File: src/rtl/rv_debug_pkg.sv
// Shared types and helpers for the debug bridge: command opcodes, FSM states
// and the access-size decode used by both the FSM and the byte sequencer.
package rv_debug_pkg;

  typedef enum logic [2:0] {
    OP_HALT   = 3'd0,
    OP_RESUME = 3'd1,
    OP_STEP   = 3'd2,
    OP_RD_REG = 3'd3,
    OP_WR_REG = 3'd4,
    OP_RD_MEM = 3'd5,
    OP_WR_MEM = 3'd6,
    OP_RD_PC  = 3'd7
  } debug_op_e;

  typedef enum logic [2:0] {
    ST_IDLE,
    ST_HALT_WAIT,
    ST_STEP_WAIT,
    ST_REG,
    ST_MEM,
    ST_RESP
  } dbg_state_e;

  // Byte counts never exceed 8, so a 4-bit counter covers every access size.
  localparam int unsigned CNT_W = 4;

  function automatic logic [CNT_W-1:0] size_bytes(input logic [1:0] size);
    return CNT_W'(1) << size;
  endfunction

endpackage

File: src/rtl/rv_debug_bridge_if.sv
// Host command/response channel of the debug bridge.
interface rv_debug_bridge_if
  import rv_debug_pkg::*;
#(
  parameter int XLEN   = 32,
  parameter int ADDR_W = 16
);
  logic              cmd_valid;
  logic              cmd_ready;
  debug_op_e         cmd_op;
  logic [ADDR_W-1:0] cmd_addr;
  logic [1:0]        cmd_size;
  logic [XLEN-1:0]   cmd_wdata;
  logic              rsp_valid;
  logic              rsp_ready;
  logic [XLEN-1:0]   rsp_data;
  logic              rsp_err;

  modport master (
    output cmd_valid, cmd_op, cmd_addr, cmd_size, cmd_wdata, rsp_ready,
    input  cmd_ready, rsp_valid, rsp_data, rsp_err
  );

  modport slave (
    input  cmd_valid, cmd_op, cmd_addr, cmd_size, cmd_wdata, rsp_ready,
    output cmd_ready, rsp_valid, rsp_data, rsp_err
  );
endinterface

File: src/rtl/rv_debug_mem_seq.sv
// Byte sequencer: walks a multi-byte access one byte per cycle over the
// byte-wide data-memory port, shifting write data out and read data in.
module rv_debug_mem_seq
  import rv_debug_pkg::*;
#(
  parameter int XLEN   = 32,
  parameter int ADDR_W = 16
) (
  input  logic              clock,
  input  logic              reset,
  input  logic              start,
  input  logic              start_we,
  input  logic [ADDR_W-1:0] start_addr,
  input  logic [CNT_W-1:0]  start_bytes,
  input  logic [XLEN-1:0]   start_wdata,
  output logic              done,
  output logic [XLEN-1:0]   rdata,
  output logic [ADDR_W-1:0] mem_addr,
  output logic              mem_we,
  output logic [7:0]        mem_wdata,
  input  logic [7:0]        mem_rdata
);

  logic              busy_q, busy_d;
  logic              we_q, we_d;
  logic              pend_q, pend_d;
  logic [ADDR_W-1:0] addr_q, addr_d;
  logic [CNT_W-1:0]  idx_q, idx_d;
  logic [CNT_W-1:0]  cap_q, cap_d;
  logic [CNT_W-1:0]  nb_q, nb_d;
  logic [XLEN-1:0]   shift_q, shift_d;
  logic [XLEN-1:0]   assembled;
  logic              issuing;
  logic [6:0]        shamt;

  // Port drive and completion; read bytes enter at the top and the result is
  // right-aligned so byte 0 lands in bits [7:0].
  always_comb begin
    issuing   = busy_q && (idx_q < nb_q);
    assembled = {mem_rdata, shift_q[XLEN-1:8]};
    shamt     = 7'(XLEN) - {nb_q, 3'b000};
    rdata     = assembled >> shamt;
    if (we_q) begin
      done = busy_q && (idx_q == nb_q - 1'b1);
    end else begin
      done = busy_q && pend_q && (cap_q == nb_q - 1'b1);
    end
    mem_addr  = addr_q;
    mem_we    = issuing && we_q;
    mem_wdata = shift_q[7:0];
  end

  // Next-state for address, counters and the data shift register.
  always_comb begin
    busy_d  = busy_q;
    we_d    = we_q;
    addr_d  = addr_q;
    idx_d   = idx_q;
    cap_d   = cap_q;
    nb_d    = nb_q;
    shift_d = shift_q;
    pend_d  = 1'b0;
    if (start) begin
      busy_d  = 1'b1;
      we_d    = start_we;
      addr_d  = start_addr;
      idx_d   = '0;
      cap_d   = '0;
      nb_d    = start_bytes;
      shift_d = start_we ? start_wdata : '0;
    end else if (busy_q) begin
      if (issuing) begin
        addr_d = addr_q + 1'b1;
        idx_d  = idx_q + 1'b1;
        pend_d = !we_q;
        if (we_q) begin
          shift_d = shift_q >> 8;
        end
      end
      // Read data trails its address by one cycle.
      if (!we_q && pend_q) begin
        shift_d = assembled;
        cap_d   = cap_q + 1'b1;
      end
      if (done) begin
        busy_d = 1'b0;
      end
    end
  end

  // Sequencer registers.
  always_ff @(posedge clock) begin
    if (reset) begin
      busy_q  <= 1'b0;
      we_q    <= 1'b0;
      pend_q  <= 1'b0;
      addr_q  <= '0;
      idx_q   <= '0;
      cap_q   <= '0;
      nb_q    <= '0;
      shift_q <= '0;
    end else begin
      busy_q  <= busy_d;
      we_q    <= we_d;
      pend_q  <= pend_d;
      addr_q  <= addr_d;
      idx_q   <= idx_d;
      cap_q   <= cap_d;
      nb_q    <= nb_d;
      shift_q <= shift_d;
    end
  end

endmodule

File: src/rtl/rv_debug_bridge.sv
// Debug bridge: halts, resumes and single-steps the core and gives the host
// register-file, data-memory and PC access while the core is halted.
module rv_debug_bridge
  import rv_debug_pkg::*;
#(
  parameter int XLEN    = 32,
  parameter int ADDR_W  = 16,
  parameter int NREGS   = 32,
  parameter int TIMEOUT = 1024,
  localparam int RA_W   = $clog2(NREGS)
) (
  input  logic              clock,
  input  logic              reset,
  rv_debug_bridge_if.slave  host,
  output logic              core_halt_req,
  input  logic              core_halted,
  output logic              core_step,
  input  logic              core_retired,
  input  logic [XLEN-1:0]   core_pc,
  output logic [RA_W-1:0]   rf_addr,
  output logic              rf_we,
  output logic [XLEN-1:0]   rf_wdata,
  input  logic [XLEN-1:0]   rf_rdata,
  output logic [ADDR_W-1:0] mem_addr,
  output logic              mem_we,
  output logic [7:0]        mem_wdata,
  input  logic [7:0]        mem_rdata
);

  localparam int TW = $clog2(TIMEOUT + 1);

  dbg_state_e        state_q, state_d;
  debug_op_e         op_q, op_d;
  logic              halt_req_q, halt_req_d;
  logic              step_q, step_d;
  logic [TW-1:0]     tmo_q, tmo_d;
  logic [RA_W-1:0]   ra_q, ra_d;
  logic [XLEN-1:0]   wdata_q, wdata_d;
  logic [XLEN-1:0]   rsp_data_q, rsp_data_d;
  logic              rsp_err_q, rsp_err_d;

  logic              accept, needs_halt, is_mem, mem_bad, cmd_err, tmo_hit;
  logic [CNT_W-1:0]  cmd_bytes;
  logic [ADDR_W:0]   mem_end;
  logic              seq_start, seq_done;
  logic [XLEN-1:0]   seq_rdata;

  // Command decode and admission checks, evaluated on the live command so
  // rejected commands answer in the cycle after acceptance.
  always_comb begin
    accept     = (state_q == ST_IDLE) && host.cmd_valid;
    cmd_bytes  = size_bytes(host.cmd_size);
    mem_end    = {1'b0, host.cmd_addr} + {{(ADDR_W+1-CNT_W){1'b0}}, cmd_bytes};
    mem_bad    = (mem_end > {1'b1, {ADDR_W{1'b0}}}) || ({cmd_bytes, 3'b000} > 7'(XLEN));
    is_mem     = (host.cmd_op == OP_RD_MEM) || (host.cmd_op == OP_WR_MEM);
    needs_halt = !((host.cmd_op == OP_HALT) || (host.cmd_op == OP_RESUME));
    cmd_err    = (needs_halt && !core_halted) || (is_mem && mem_bad);
    tmo_hit    = (tmo_q == TW'(TIMEOUT - 1));
  end

  rv_debug_mem_seq #(
    .XLEN  (XLEN),
    .ADDR_W(ADDR_W)
  ) u_mem_seq (
    .clock      (clock),
    .reset      (reset),
    .start      (seq_start),
    .start_we   (host.cmd_op == OP_WR_MEM),
    .start_addr (host.cmd_addr),
    .start_bytes(cmd_bytes),
    .start_wdata(host.cmd_wdata),
    .done       (seq_done),
    .rdata      (seq_rdata),
    .mem_addr   (mem_addr),
    .mem_we     (mem_we),
    .mem_wdata  (mem_wdata),
    .mem_rdata  (mem_rdata)
  );

  // FSM state register.
  always_ff @(posedge clock) begin
    if (reset) begin
      state_q <= ST_IDLE;
    end else begin
      state_q <= state_d;
    end
  end

  // FSM next-state logic.
  always_comb begin
    state_d = state_q;
    unique case (state_q)
      ST_IDLE: begin
        if (accept) begin
          if (host.cmd_op == OP_HALT) begin
            state_d = ST_HALT_WAIT;
          end else if (host.cmd_op == OP_RESUME || cmd_err) begin
            state_d = ST_RESP;
          end else if (host.cmd_op == OP_STEP) begin
            state_d = ST_STEP_WAIT;
          end else if (is_mem) begin
            state_d = ST_MEM;
          end else begin
            state_d = ST_REG;
          end
        end
      end
      ST_HALT_WAIT: if (core_halted || tmo_hit) state_d = ST_RESP;
      ST_STEP_WAIT: if (core_retired || tmo_hit) state_d = ST_RESP;
      ST_REG:       state_d = ST_RESP;
      ST_MEM:       if (seq_done) state_d = ST_RESP;
      ST_RESP:      if (host.rsp_ready) state_d = ST_IDLE;
      default:      state_d = ST_IDLE;
    endcase
  end

  // FSM outputs.
  always_comb begin
    host.cmd_ready = (state_q == ST_IDLE);
    host.rsp_valid = (state_q == ST_RESP);
    host.rsp_data  = rsp_data_q;
    host.rsp_err   = rsp_err_q;
    core_halt_req  = halt_req_q;
    core_step      = step_q;
    rf_addr        = ra_q;
    rf_wdata       = wdata_q;
    rf_we          = (state_q == ST_REG) && (op_q == OP_WR_REG) && (ra_q != '0);
    seq_start      = accept && is_mem && !cmd_err;
  end

  // Datapath: command latch, halt request, step pulse, timeout and response.
  always_comb begin
    op_d       = op_q;
    ra_d       = ra_q;
    wdata_d    = wdata_q;
    halt_req_d = halt_req_q;
    step_d     = 1'b0;
    tmo_d      = tmo_q;
    rsp_data_d = rsp_data_q;
    rsp_err_d  = rsp_err_q;
    unique case (state_q)
      ST_IDLE: begin
        if (accept) begin
          op_d       = host.cmd_op;
          ra_d       = host.cmd_addr[RA_W-1:0];
          wdata_d    = host.cmd_wdata;
          tmo_d      = '0;
          rsp_data_d = '0;
          rsp_err_d  = 1'b0;
          if (host.cmd_op == OP_HALT) begin
            halt_req_d = 1'b1;
          end else if (host.cmd_op == OP_RESUME) begin
            halt_req_d = 1'b0;
          end else if (cmd_err) begin
            rsp_err_d = 1'b1;
          end else if (host.cmd_op == OP_STEP) begin
            step_d = 1'b1;
          end
        end
      end
      ST_HALT_WAIT, ST_STEP_WAIT: begin
        // Completion wins over a timeout landing in the same cycle.
        tmo_d = tmo_q + 1'b1;
        if ((state_q == ST_HALT_WAIT) ? core_halted : core_retired) begin
          rsp_err_d = 1'b0;
        end else if (tmo_hit) begin
          rsp_err_d = 1'b1;
        end
      end
      ST_REG: begin
        if (op_q == OP_RD_REG) begin
          rsp_data_d = rf_rdata;
        end else if (op_q == OP_RD_PC) begin
          rsp_data_d = core_pc;
        end
      end
      ST_MEM: begin
        if (seq_done && op_q == OP_RD_MEM) begin
          rsp_data_d = seq_rdata;
        end
      end
      default: ;
    endcase
  end

  // Datapath registers.
  always_ff @(posedge clock) begin
    if (reset) begin
      op_q       <= OP_HALT;
      ra_q       <= '0;
      wdata_q    <= '0;
      halt_req_q <= 1'b0;
      step_q     <= 1'b0;
      tmo_q      <= '0;
      rsp_data_q <= '0;
      rsp_err_q  <= 1'b0;
    end else begin
      op_q       <= op_d;
      ra_q       <= ra_d;
      wdata_q    <= wdata_d;
      halt_req_q <= halt_req_d;
      step_q     <= step_d;
      tmo_q      <= tmo_d;
      rsp_data_q <= rsp_data_d;
      rsp_err_q  <= rsp_err_d;
    end
  end

endmodule

File: src/flat_wrapper.sv
// flat-port wrapper written by rule: the top's interface ports become plain ports
module rv_debug_bridge_flat import rv_debug_pkg::*;
#(
  parameter int XLEN    = 32,
  parameter int ADDR_W  = 16,
  parameter int NREGS   = 32,
  parameter int TIMEOUT = 1024,
  localparam int RA_W   = $clog2(NREGS)
)
  (clock, reset, core_halt_req, core_halted, core_step, core_retired, core_pc, rf_addr, rf_we, rf_wdata, rf_rdata, mem_addr, mem_we, mem_wdata, mem_rdata, host_cmd_valid, host_cmd_op, host_cmd_addr, host_cmd_size, host_cmd_wdata, host_rsp_ready, host_cmd_ready, host_rsp_valid, host_rsp_data, host_rsp_err);
  rv_debug_bridge_if #(.XLEN(XLEN), .ADDR_W(ADDR_W)) host_i ();
  input  logic clock;
  input  logic reset;
  output logic core_halt_req;
  input  logic core_halted;
  output logic core_step;
  input  logic core_retired;
  input  logic [XLEN-1:0] core_pc;
  output logic [RA_W-1:0] rf_addr;
  output logic rf_we;
  output logic [XLEN-1:0] rf_wdata;
  input  logic [XLEN-1:0] rf_rdata;
  output logic [ADDR_W-1:0] mem_addr;
  output logic mem_we;
  output logic [7:0] mem_wdata;
  input  logic [7:0] mem_rdata;
  input wire logic [$bits(host_i.cmd_valid)-1:0] host_cmd_valid;
  input wire logic [$bits(host_i.cmd_op)-1:0] host_cmd_op;
  input wire logic [$bits(host_i.cmd_addr)-1:0] host_cmd_addr;
  input wire logic [$bits(host_i.cmd_size)-1:0] host_cmd_size;
  input wire logic [$bits(host_i.cmd_wdata)-1:0] host_cmd_wdata;
  input wire logic [$bits(host_i.rsp_ready)-1:0] host_rsp_ready;
  output wire logic [$bits(host_i.cmd_ready)-1:0] host_cmd_ready;
  output wire logic [$bits(host_i.rsp_valid)-1:0] host_rsp_valid;
  output wire logic [$bits(host_i.rsp_data)-1:0] host_rsp_data;
  output wire logic [$bits(host_i.rsp_err)-1:0] host_rsp_err;
  assign host_i.cmd_valid = host_cmd_valid;
  assign host_i.cmd_op = host_cmd_op;
  assign host_i.cmd_addr = host_cmd_addr;
  assign host_i.cmd_size = host_cmd_size;
  assign host_i.cmd_wdata = host_cmd_wdata;
  assign host_i.rsp_ready = host_rsp_ready;
  assign host_cmd_ready = host_i.cmd_ready;
  assign host_rsp_valid = host_i.rsp_valid;
  assign host_rsp_data = host_i.rsp_data;
  assign host_rsp_err = host_i.rsp_err;
  rv_debug_bridge #(.XLEN(XLEN), .ADDR_W(ADDR_W), .NREGS(NREGS), .TIMEOUT(TIMEOUT)) u_core (.clock(clock), .reset(reset), .host(host_i), .core_halt_req(core_halt_req), .core_halted(core_halted), .core_step(core_step), .core_retired(core_retired), .core_pc(core_pc), .rf_addr(rf_addr), .rf_we(rf_we), .rf_wdata(rf_wdata), .rf_rdata(rf_rdata), .mem_addr(mem_addr), .mem_we(mem_we), .mem_wdata(mem_wdata), .mem_rdata(mem_rdata));
endmodule
File: config.mk
export PLATFORM = sky130hd
export DESIGN_NAME = rv_debug_bridge_flat
export DESIGN_NICKNAME = d
export VERILOG_FILES = /design/src/rtl/rv_debug_pkg.sv /design/src/rtl/rv_debug_bridge_if.sv /design/src/rtl/rv_debug_mem_seq.sv /design/src/rtl/rv_debug_bridge.sv /design/src/flat_wrapper.sv
export SDC_FILE = /design/constraint.sdc
export NUM_CORES = 1
export LEC_CHECK = 0
export ABC_AREA = 1
export CORE_UTILIZATION = 25
export CTS_CLUSTER_DIAMETER = 30
export CTS_CLUSTER_SIZE = 24
export DETAILED_ROUTE_END_ITERATION = 16
export PLACE_DENSITY = 0.51
export SETUP_SLACK_MARGIN = 0.2
export SYNTH_ARGS = -nofsm -noshare
export SYNTH_HDL_FRONTEND = slang
export SYNTH_HIERARCHICAL = 1
export SYNTH_SLANG_ARGS = --single-unit
File: constraint.sdc
create_clock -name clock -period 7.39 [get_ports clock]
set_input_delay 1.478 -clock clock [delete_from_list [all_inputs] [get_ports clock]]
set_output_delay 1.478 -clock clock [all_outputs]
set_load 0.01 [all_outputs]
Word level (Yosys, flattened, before mapping)
Cells that the tools add are included.
{"block": "totals", "register_bits": 152, "latch_bits": 0, "mem_bits_rw": 0, "rom_bits": 0, "memories": 0}
{"block": "op_classes", "n_addsub": 7, "mul": 0, "div_mod_pow": 0, "magnitude_cmp": 3, "eq_ne": 24, "shift": 2, "n_mux": 41, "n_bitwise": 4, "n_reduce_logical": 49}
{"cell": "32-bit two-way mux", "count": 10}
{"cell": "32-bit case mux with 3 select lines", "count": 1}
{"cell": "16-bit two-way mux", "count": 3}
{"cell": "32-bit by 7-bit >> shifter with 32-bit output", "count": 1}
{"cell": "3-bit two-way mux", "count": 9}
{"cell": "11-bit case mux with 2 select lines", "count": 1}
{"cell": "3-bit equality test, second input constant", "count": 7}
{"cell": "3-bit case mux with 6 select lines", "count": 1}
{"cell": "16-bit by 4-bit adder with 17-bit output", "count": 1}
{"cell": "17-bit > comparator, second input constant", "count": 1}
{"cell": "16-bit by 1-bit adder with 16-bit output, second input constant", "count": 1}
{"cell": "1-bit logical AND", "count": 14}
{"cell": "1-bit two-way mux", "count": 14}
{"cell": "3-bit by 2-bit equality test with 1-bit output, second input constant", "count": 4}
{"cell": "11-bit by 1-bit adder with 11-bit output, second input constant", "count": 1}
{"cell": "11-bit by 10-bit equality test with 1-bit output, second input constant", "count": 1}
{"cell": "11-bit two-way mux", "count": 1}
{"cell": "2-bit by 1-bit != test with 1-bit output, second input constant", "count": 5}
{"cell": "2-bit AND reduction", "count": 5}
{"cell": "3-bit AND reduction", "count": 3}
{"cell": "3-bit nonzero test", "count": 3}
{"cell": "4-bit by 1-bit adder with 4-bit output, second input constant", "count": 2}
{"cell": "4-bit equality test", "count": 2}
{"cell": "2-bit nonzero test", "count": 4}
{"cell": "other kinds (20)", "count": 35}

Longest topological paths before layout
Gate-level depths: netlist of the first run.
{"block": "depth", "word_depth": 11, "depth_mapped": 25, "ltp_nobuf": 24}

Modules after synthesis
The synthesis of the first run kept the hierarchy.
{"module": "rv_debug_bridge", "n_inst": 1, "cells_each": 639, "area_per_inst_um2": 4669.5}
{"module": "rv_debug_mem_seq", "n_inst": 1, "cells_each": 718, "area_per_inst_um2": 4237.8}

Worst setup path after synthesis of the first run
No wires, ideal clock.
{"block": "synth_timing", "path_type": "input -> register", "from": "input host_cmd_size[0]", "to": "register u_core.u_mem_seq.addr_q[5], in the netlist u_core/u_mem_seq/mem_addr[5]", "t_arrival_ns": 3.705, "t_required_ns": 7.262, "slack_ns": 3.557, "stages": 19, "n_path_buf": 2, "path_cell_list": "nor2_1 > ha_1 > fa_1 > nor2_1 > nand2_1 > nor2_1 > nand2_1 > nor2_1 > nand3_1 > nand2_1 > nand2_1 > nand2_1 > nand2_1 > nor2_1 > buf_2 > clkbuf_1 > nor2_1 > a21oi_1 > a21oi_1"}
{"block": "synth_between", "elab_chain_cells": 10}
{"item": "start: declaration", "line_no": "flat_wrapper.sv:30", "text": "input wire logic [$bits(host_i.cmd_size)-1:0] host_cmd_size;"}
{"item": "1-bit by 2-bit left shift with 4-bit output (*)", "line_no": "rv_debug_pkg.sv:29", "text": "return CNT_W'(1) << size;"}
{"item": "16-bit by 4-bit adder with 17-bit output", "line_no": "rv_debug_bridge.sv:53", "text": "mem_end = {1'b0, host.cmd_addr} + {{(ADDR_W+1-CNT_W){1'b0}}, cmd_bytes};"}
{"item": "17-bit > comparator", "line_no": "rv_debug_bridge.sv:54", "text": "mem_bad = (mem_end > {1'b1, {ADDR_W{1'b0}}}) || ({cmd_bytes, 3'b000} > 7'(XLEN));"}
{"item": "1-bit logical OR (*)", "line_no": "rv_debug_bridge.sv:54"}
{"item": "1-bit logical AND (*)", "line_no": "rv_debug_bridge.sv:57", "text": "cmd_err = (needs_halt && !core_halted) || (is_mem && mem_bad);"}
{"item": "1-bit logical OR (*)", "line_no": "rv_debug_bridge.sv:57"}
{"item": "1-bit zero test (*)", "line_no": "rv_debug_bridge.sv:128", "text": "seq_start = accept && is_mem && !cmd_err;"}
{"item": "1-bit logical AND (*)", "line_no": "rv_debug_bridge.sv:128"}
{"item": "named net u_core.seq_start", "line_no": "rv_debug_bridge.sv:45", "text": "logic seq_start, seq_done;"}
{"item": "2-bit nonzero test (no source line)"}
{"item": "2-bit AND reduction (no source line)"}
{"item": "end signal: assignment", "line_no": "rv_debug_mem_seq.sv:106", "text": "addr_q <= addr_d;"}
{"item": "end: declaration", "line_no": "rv_debug_mem_seq.sv:27", "text": "logic [ADDR_W-1:0] addr_q, addr_d;"}
The timed path passes the listed nets; every way through them passes the cells marked *.
A chain may end at the register's enable or synchronous reset.

Final worst setup path of the first run
{"block": "layout_timing", "from": "input host_cmd_size[0]", "to": "register u_core.u_mem_seq.shift_q[21]"}
{"block": "layout_between", "elab_chain_cells": 10}
{"item": "1-bit by 2-bit left shift with 4-bit output (*)", "line_no": "rv_debug_pkg.sv:29"}
{"item": "named net u_core.cmd_bytes[0]", "line_no": "rv_debug_bridge.sv:43", "text": "logic [CNT_W-1:0] cmd_bytes;"}
{"item": "16-bit by 4-bit adder with 17-bit output", "line_no": "rv_debug_bridge.sv:53"}
{"item": "17-bit > comparator", "line_no": "rv_debug_bridge.sv:54"}
{"item": "1-bit logical OR (*)", "line_no": "rv_debug_bridge.sv:54"}
{"item": "1-bit logical AND (*)", "line_no": "rv_debug_bridge.sv:57"}
{"item": "1-bit logical OR (*)", "line_no": "rv_debug_bridge.sv:57"}
{"item": "1-bit zero test (*)", "line_no": "rv_debug_bridge.sv:128"}
{"item": "1-bit logical AND (*)", "line_no": "rv_debug_bridge.sv:128"}
{"item": "named net u_core.seq_start", "line_no": "rv_debug_bridge.sv:45"}
{"item": "3-bit nonzero test (no source line) / 2-bit nonzero test (equally long branches)"}
{"item": "3-bit AND reduction (no source line)"}
{"item": "end signal: assignment", "line_no": "rv_debug_mem_seq.sv:110", "text": "shift_q <= shift_d;"}
{"item": "end: declaration", "line_no": "rv_debug_mem_seq.sv:31", "text": "logic [XLEN-1:0] shift_q, shift_d;"}
Marked as above.

==> summary.md, run 1 <==
| Metric | Value |
|---|---|
| Outcome | `finished, final reports clean` |
| Peak VDD IR | `around 0.00017 V` |
| Max Freq | `between 150 and 200 MHz` |
| Routed length per instance | `approximately 16 um` |
| DR pass1 iterations | `5` |
| Initial Utilization | `25.6%` |
| Worst EP required | `~7.8 ns` |
| Cells after synthesis | `roughly 1400` |
| Area delta synth->final | `35.0%` |
| Initial DRC Count | `a little over 600` |
| Post-Syn Area | `approximately 0.0089 mm^2` |
| Syn_area_per_cell | `6.56 um^2` |
| Worst R2R Start | `u_core/u_mem_seq/nb_q[0]` |
| Min-Delay Startpoint | `u_core/host.rsp_data[23]` |
| Residual DRC | `0` |
| Crit-path max FO | `39` |
| PD cells | `approximately 270 mW/mm^2` |
| Hold WS | `around 0.46 ns` |
| Initial antenna violation count | `2` |
| CTS tree | `built` |
| Async SR Flop Fraction | `0%` |
| # hold bufs at CTS | `0` |
| Setup Total Neg Slack | `0 ns` |
| Post-synthesis cell type count | `50` |
| CP most frequent cell | `nand2_1` |
| WL final | `32.4 mm` |
| Slowest stage cell, crit path | `inv_1` |
| Fillcell total | `roughly 3700` |
| Final instance area | `approximately 0.012 mm^2` |
| CP arrival | `~5.5 ns` |
| Final period util | `about 70%` |
| Post_cts resized | `0` |
| HP Class | `flip-flop to flip-flop` |
| Post-CTS Setup Inserts | `0` |
| Top cells by count, synth | `nor2_1 (299), nand2_1 (251), inv_1 (155)` |
| Vias in the first global route | `about 8600` |
| Area used by multi-input combinational logic | `roughly 0.0049 mm^2` |
| EDFF count, synth | `0` |
| Final setup vio count | `0` |
| Clock Pin Slew Worst Setup and Hold Paths | `around 0.070 ns` |
| Crit end category | `flip-flop` |
| RePlAce Congestion | `~0.88` |
| Sequential cell area | `slightly above 0.003 mm^2` |
| CTS root buffer | `clkbuf_16` |
| Final setup margin | `2.23 ns` |
| Placed cell areas | `approximately 0.011 mm^2` |
| CTS Buf Count | `17` |
| Leak Pwr | `between 0.004 and 0.005 uW` |
| RSZ-0062 raised after global routing | `no` |
| Die Ht | `between 150 and 200 um` |
| Slew @ Worst Pin | `approximately 1.0 ns` |
| Final Critical Period | `about 5.2 ns` |
| Crit path from | `host_cmd_size[0]` |
| Main combinational cell family by area after synthesis | `simple AND/OR/NAND/NOR gates` |
| Die Span X | `between 150 and 200 um` |
| Post-synthesis mux area share | `0%` |
| IO buf count | `230` |
| Number of standard cells in the final layout excluding fillers | `2009` |
| Syn nets | `between 1500 and 2000` |
| GRT overflow | `0` |
| Max cap viols | `0` |
| Max incr delay on CP | `roughly 0.79 ns` |
| Row cnt | `68` |
| Vias/cell | `approximately 4.6` |
| Relative slew slack | `30.1%` |
| Simple-Gate Fraction of Synth Area | `approximately 30%` |
| CORE AREA | `around 0.035 mm^2` |
| First-pass GRT wire length | `about 50 mm` |
| Ports | `231` |
| Die area | `between 0.03 and 0.04 mm^2` |
| Crit start category | `input port` |
| Final Hold Viols | `0` |
| Pre-CTS setup slack | `about 1.8 ns` |
| DP HPWL | `24.1 mm` |
| Skew final | `around 0.016 ns` |
| Flops & latches, synth | `roughly 150` |
| Pin count of the biggest net entering global routing | `65` |
| Nets | `roughly 1700` |
| Worst path cell trace | `clkdlybuf4s50_1 -> nor2_1 -> ha_1 -> fa_1 -> nor2_1 -> nand2_1 -> nor2_1 -> nand2_1 -> nor2_1 -> nand3_1 -> nand2_1 -> nand2_1 -> nand2_1 -> nand2_1 -> nor2_2 -> buf_4 -> nand2_1 -> inv_1 -> nand2_1 -> o21ai_0 -> inv_1 -> nand2_1 -> nand2_1 -> nor2_1` |
| GRT Overall Usage | `roughly 18%` |
| CP Class | `input port to flip-flop` |
| Clock Sink Count | `roughly 150` |
| Complex-gate fraction of the synthesized area | `~22%` |
| Synth top area share | `between 30% and 40%` |
| Placed cells | `1975` |
| Yosys warning total | `6` |
| Fraction of layout cells with a size suffix above 1 | `6.77%` |
| Worst-skew pair later-pin latency | `0.43 ns` |
| Vias after detailed routing | `between 9000 and 10000` |
| Most used flip-flop cell after synthesis | `dfxtp_1` |
| Post-Synth Adder-Cell Area | `approximately 2%` |
| Maximum root-to-sink buffer count | `2` |
| Area leader, netlist | `dfxtp_1` |
| CTS H-tree depth | `4` |
| Ranking of synthesized cells by area | `dfxtp_1 (34%), nor2_1 (13%), nand2_1 (11%)` |
| Most frequent cell after synthesis | `nor2_1` |
| Seq/Total Area, Yosys | `about a third` |
| Xor/xnor share of the synthesized area | `less than 1%` |
| Pins Over Slew Limit | `0` |
| Post-route ant nets | `0` |
## where the power goes
group          internal, uW  total (uW)  switching [uW]
Sequential              971        1060            91.8
Combinational           530        1270             736
Clock                   481         884             404
Total                  1980        3210            1230
## cell type report
type,count,share of cell area (%)
antenna,2,0.0416
sequential,152,25.3
timing repair buffer,238,19.6
tap,455,4.73
inverter,164,5.12
multi-input combinational,966,40.5
clock buffer,18,3.65
clock inverter,14,1.11
## critical path, delay by kind of cell
family	cells	cell delay (ns)
AOI/OAI and AO/OA	1	0.12
adders and majority gates	2	0.64
buffers and inverters	4	1.66
and+or+nand+nor	17	1.57
## flip-flops by register name (all words and copies together) (netlist names)
| name | cells |
|---|---|
| u_core/u_mem_seq/shift_q | 32 |
| u_core/state_q | 3 |
| u_core/u_mem_seq/pend_q | 1 |
| u_core/host.rsp_err | 1 |
| u_core/u_mem_seq/nb_q | 4 |
| u_core/rf_wdata | 32 |
| u_core/op_q | 3 |
| u_core/tmo_q | 11 |
| u_core/u_mem_seq/idx_q | 4 |
| u_core/host.rsp_data | 32 |
| u_core/u_mem_seq/we_q | 1 |
| u_core/u_mem_seq/busy_q | 1 |
| u_core/u_mem_seq/cap_q | 4 |
| u_core/rf_addr | 5 |
| u_core/u_mem_seq/mem_addr | 16 |
| u_core/core_halt_req | 1 |
| u_core/core_step | 1 |
## layout by cell type (no fill, tap or decap), types with 12 or more instances in the layout
cell               n
ha_1              13
dfxtp_1          152
a221oi_2          32
o21ai_0          142
clkdlybuf4s50_1  229
nor2_1           297
o21ai_1           12
nand2_1          251
clkbuf_16         17
nand3_1           42
nand4_1           12
a21oi_1           80
inv_1            155
## per-layer routing
metal  global-route usage, %  vias up  part of all wire, %
met5                       0        -                    0
li1                        -     4752                    -
met3                    4.18       32                  7.0
met4                    4.68        0                  1.7
met1                    24.6     4232                   48
met2                    26.8      313                   43
## kinds of logic (layout without fill, tap and decap cells)
kind of cell	after synthesis	count (layout)
AND/OR/NAND/NOR	639	639
XOR/XNOR	8	8
adder cells (fa/ha/maj)	14	14
buffers and inverters	239	434
AO/OA/AOI/OAI	305	305
flip-flops	152	152
other	0	2
## final timing paths
check	cells after the start	slack [ns]	end
worst min register to register	2	0.46	u_core/host.rsp_data[23]
worst min-delay path	2	0.46	u_core/host.rsp_data[23]
worst max-delay path	24	2.23	u_core/u_mem_seq/shift_q[21]
worst max register to register	14	3.09	u_core/host.rsp_data[8]
## metrics by stage
step / util, % / power, uW
after floorplan: - / 1850
after global placement: 32.9 / 2340
after detailed placement: 32.9 / 2350
after CTS: 34.6 / 3250
after global routing: 34.6 / 3430
final: 34.6 / 3210
Power figures use the tool's default switching activity.
==> inputs of run 2 (changes only) <==
- clock period: 7.39 -> 4.8 ns (I/O delays scaled with it)
==> summary.md, run 2 (synthesis gave the netlist of run 1 again) <==
| Metric | Value |
|---|---|
| Worst path cell trace | `clkdlybuf4s50_1 -> inv_1 -> nor2_1 -> fa_1 -> nor2_1 -> nand2_1 -> nor2_1 -> nand2_1 -> nor2_1 -> nand3_1 -> nand2_1 -> nand2_1 -> nand2_1 -> nand2_1 -> nor2_2 -> inv_1 -> buf_4 -> nand2_1 -> inv_1 -> nand2_1 -> a21oi_1 (was clkdlybuf4s50_1 -> nor2_1 -> ha_1 -> fa_1 -> nor2_1 -> nand2_1 -> nor2_1 -> nand2_1 -> nor2_1 -> nand3_1 -> nand2_1 -> nand2_1 -> nand2_1 -> nand2_1 -> nor2_2 -> buf_4 -> nand2_1 -> inv_1 -> nand2_1 -> o21ai_0 -> inv_1 -> nand2_1 -> nand2_1 -> nor2_1)` |
| Routed length per instance | `16.2 um (was 16.1 um)` |
| DR pass1 iterations | `5 (unchanged)` |
| Die Ht | `191 um (unchanged)` |
| CORE AREA | `0.0348 mm^2 (unchanged)` |
| Power, Total | `4910 uW (was 3210 uW)` |
| CTS H-tree depth | `4 (unchanged)` |
| Post-CTS Setup Inserts | `0 (unchanged)` |
| Placed cells | `1981 (was 1975)` |
| Vias/cell | `4.66 (was 4.64)` |
| Sw Share | `38.4% (was 38.3%)` |
| Commonest non-fill, non-tap cells in the layout | `nor2_1 (297), nand2_1 (251), clkdlybuf4s50_1 (229) (unchanged)` |
| Vias after detailed routing | `9403 (was 9329)` |
| Slew @ Worst Pin | `0.969 ns (was 1.05 ns)` |
| Setup Total Neg Slack | `0 ns (unchanged)` |
| Crit start category | `input port (unchanged)` |
| Final setup vio count | `0 (unchanged)` |
| CP arrival | `4.37 ns (was 5.52 ns)` |
| Post_cts resized | `0 (unchanged)` |
| Row cnt | `68 (unchanged)` |
| HP Class | `flip-flop to flip-flop (unchanged)` |
| Initial DRC Count | `656 (was 612)` |
| GRT overflow | `0 (unchanged)` |
| Final Hold Viols | `0 (unchanged)` |
| First-pass GRT wire length | `49.7 mm (was 49.5 mm)` |
| Final Critical Period | `a little over 4 ns` |
| Die area | `0.0364 mm^2 (unchanged)` |
| GRT Overall Usage | `17.7% (was 17.6%)` |
| Pin count of the biggest net entering global routing | `65 (unchanged)` |
| Internal Power | `3020 uW (was 1980 uW)` |
| Leak Pwr | `0.00460 uW (was 0.00458 uW)` |
| Fillcell total | `3740 (was 3724)` |
| Pins Over Slew Limit | `0 (unchanged)` |
| # hold bufs at CTS | `0 (unchanged)` |
| Pre-CTS setup slack | `0.281 ns (was 1.82 ns)` |
| Number of standard cells in the final layout excluding fillers | `2017 (was 2009)` |
| Post-route ant nets | `0 (unchanged)` |
| CTS Buf Count | `17 (unchanged)` |
| Slowest stage cell, crit path | `clkdlybuf4s50_1 (was inv_1)` |
| Nets | `1690 (was 1684)` |
| Crit path from | `host_cmd_size[0] (unchanged)` |
| Sw power | `1880 uW (was 1230 uW)` |
| Die Span X | `191 um (unchanged)` |
| RSZ-0062 raised after global routing | `no (unchanged)` |
| Ports | `231 (unchanged)` |
| CTS root buffer | `clkbuf_16 (unchanged)` |
| IO buf count | `230 (unchanged)` |
| Clock Pin Slew Worst Setup and Hold Paths | `0.07 ns (about the same)` |
| Relative slew slack | `35.4% (was 30.1%)` |
| Peak VDD IR | `0.000289 V (was 0.000168 V)` |
| Gate power share | `40.0% (was 39.4%)` |
| Reg power frac | `33.4% (was 33.1%)` |
| Crit end category | `flip-flop (unchanged)` |
| CTS tree | `built (unchanged)` |
| Outcome | `finished, final reports clean (unchanged)` |
| Vias in the first global route | `8753 (was 8618)` |
| Fraction of layout cells with a size suffix above 1 | `7.12% (was 6.77%)` |
| Crit-path max FO | `23 (was 39)` |
| WL final | `32.6 mm (was 32.4 mm)` |
| Worst EP required | `5.08 ns (was 7.75 ns)` |
| RePlAce Congestion | `0.892 (was 0.885)` |
| Clock network power share | `26.6% (was 27.5%)` |
| Clock Sink Count | `152 (unchanged)` |
| Worst-skew pair later-pin latency | `0.43 ns (about the same)` |
| Max incr delay on CP | `0.52 ns (was 0.79 ns)` |
| Area delta synth->final | `35.6% (was 35.0%)` |
| Max Freq | `244 MHz` |
| CP most frequent cell | `nand2_1 (unchanged)` |
| Commonest non-fill, non-tap cell in the layout | `nor2_1 (unchanged)` |
| Final setup margin | `0.707 ns (was 2.23 ns)` |
| CP Class | `input port to flip-flop (unchanged)` |
| Residual DRC | `0 (unchanged)` |
| PD cells | `406 mW/mm^2 (was 267 mW/mm^2)` |
| Final period util | `between 80% and 90%` |
| Initial antenna violation count | `4 (was 2)` |
| DP HPWL | `24.7 mm (was 24.1 mm)` |
| Maximum root-to-sink buffer count | `2 (unchanged)` |
| Skew final | `0.0120 ns (was 0.0162 ns)` |
| Initial Utilization | `25.6% (unchanged)` |
| Max cap viols | `0 (unchanged)` |
| Min-Delay Startpoint | `u_core/host.rsp_data[30] (was u_core/host.rsp_data[23])` |
| Final core utilization | `34.7% (was 34.6%)` |
| Worst R2R Start | `u_core/u_mem_seq/nb_q[0] (unchanged)` |
[run 2: cell types whose count changed in the layout (fill, tap and decap cells not counted), sizes merged]
cell / delta
buf: +6
bufinv: -1
clkbuf: +1
clkinv: -2
clkinvlp: +2
diode: +2
[run 2: metal layers]
layer / vias up / GRT usage [%] / share of wire [%]
met2: 301 / 26.6 / 44
met5: - / 0 / 0
li1: 4773 / - / -
met4: 0 / 5.29 / 1.5
met3: 23 / 4.05 / 7.6
met1: 4306 / 24.7 / 47
[run 2: worst paths after layout]
path	to	slack (ns)	depth (start not counted)
setup reg to reg	u_core/host.rsp_data[8]	1.03	13
setup / recovery	u_core/u_mem_seq/mem_addr[5]	0.71	21
hold / removal	u_core/host.rsp_data[30]	0.46	2
hold reg to reg	u_core/host.rsp_data[30]	0.46	2
[run 2: area by class of cell]
cell class / instances / area, um^2 / area share (%)
Sequential cell: 152 / 3040 / 25.2
Antenna cell: 4 / 10.0 / 0.0828
Tap cell: 455 / 569 / 4.71
Multi-Input combinational cell: 966 / 4870 / 40.3
Inverter: 164 / 616 / 5.10
Timing Repair Buffer: 244 / 2410 / 20.0
Clock inverter: 13 / 110 / 0.911
Clock buffer: 19 / 453 / 3.75
[run 2: through the flow]
| step | hold WS [ns] | instance area [um^2] |
|---|---|---|
| floorplan | 0.425 | 8910 |
| global placement | 0.446 | 11500 |
| detailed placement | 0.449 | 11500 |
| CTS | 0.459 | 12100 |
| global route | 0.477 | 12100 |
| finish | 0.458 | 12100 |
[run 2: power groups by stage]
stage | Clock [uW] | Sequential [uW] | Combinational [uW]
final | 1300 | 1640 | 1960
after global routing | 1400 | 1670 | 2160
after CTS | 1350 | 1640 | 1980
after detailed placement | 0 | 1660 | 1970
after global placement | 0 | 1660 | 1950
after floorplan | 0 | 1720 | 1130
[run 2: critical path, delay by kind of cell]
kind	cells	cell delay [ns]
AOI/OAI and AO/OA	1	0.06
and+or+nand+nor	14	1.79
buffers and inverters	5	1.07
adders and majority gates	1	0.47
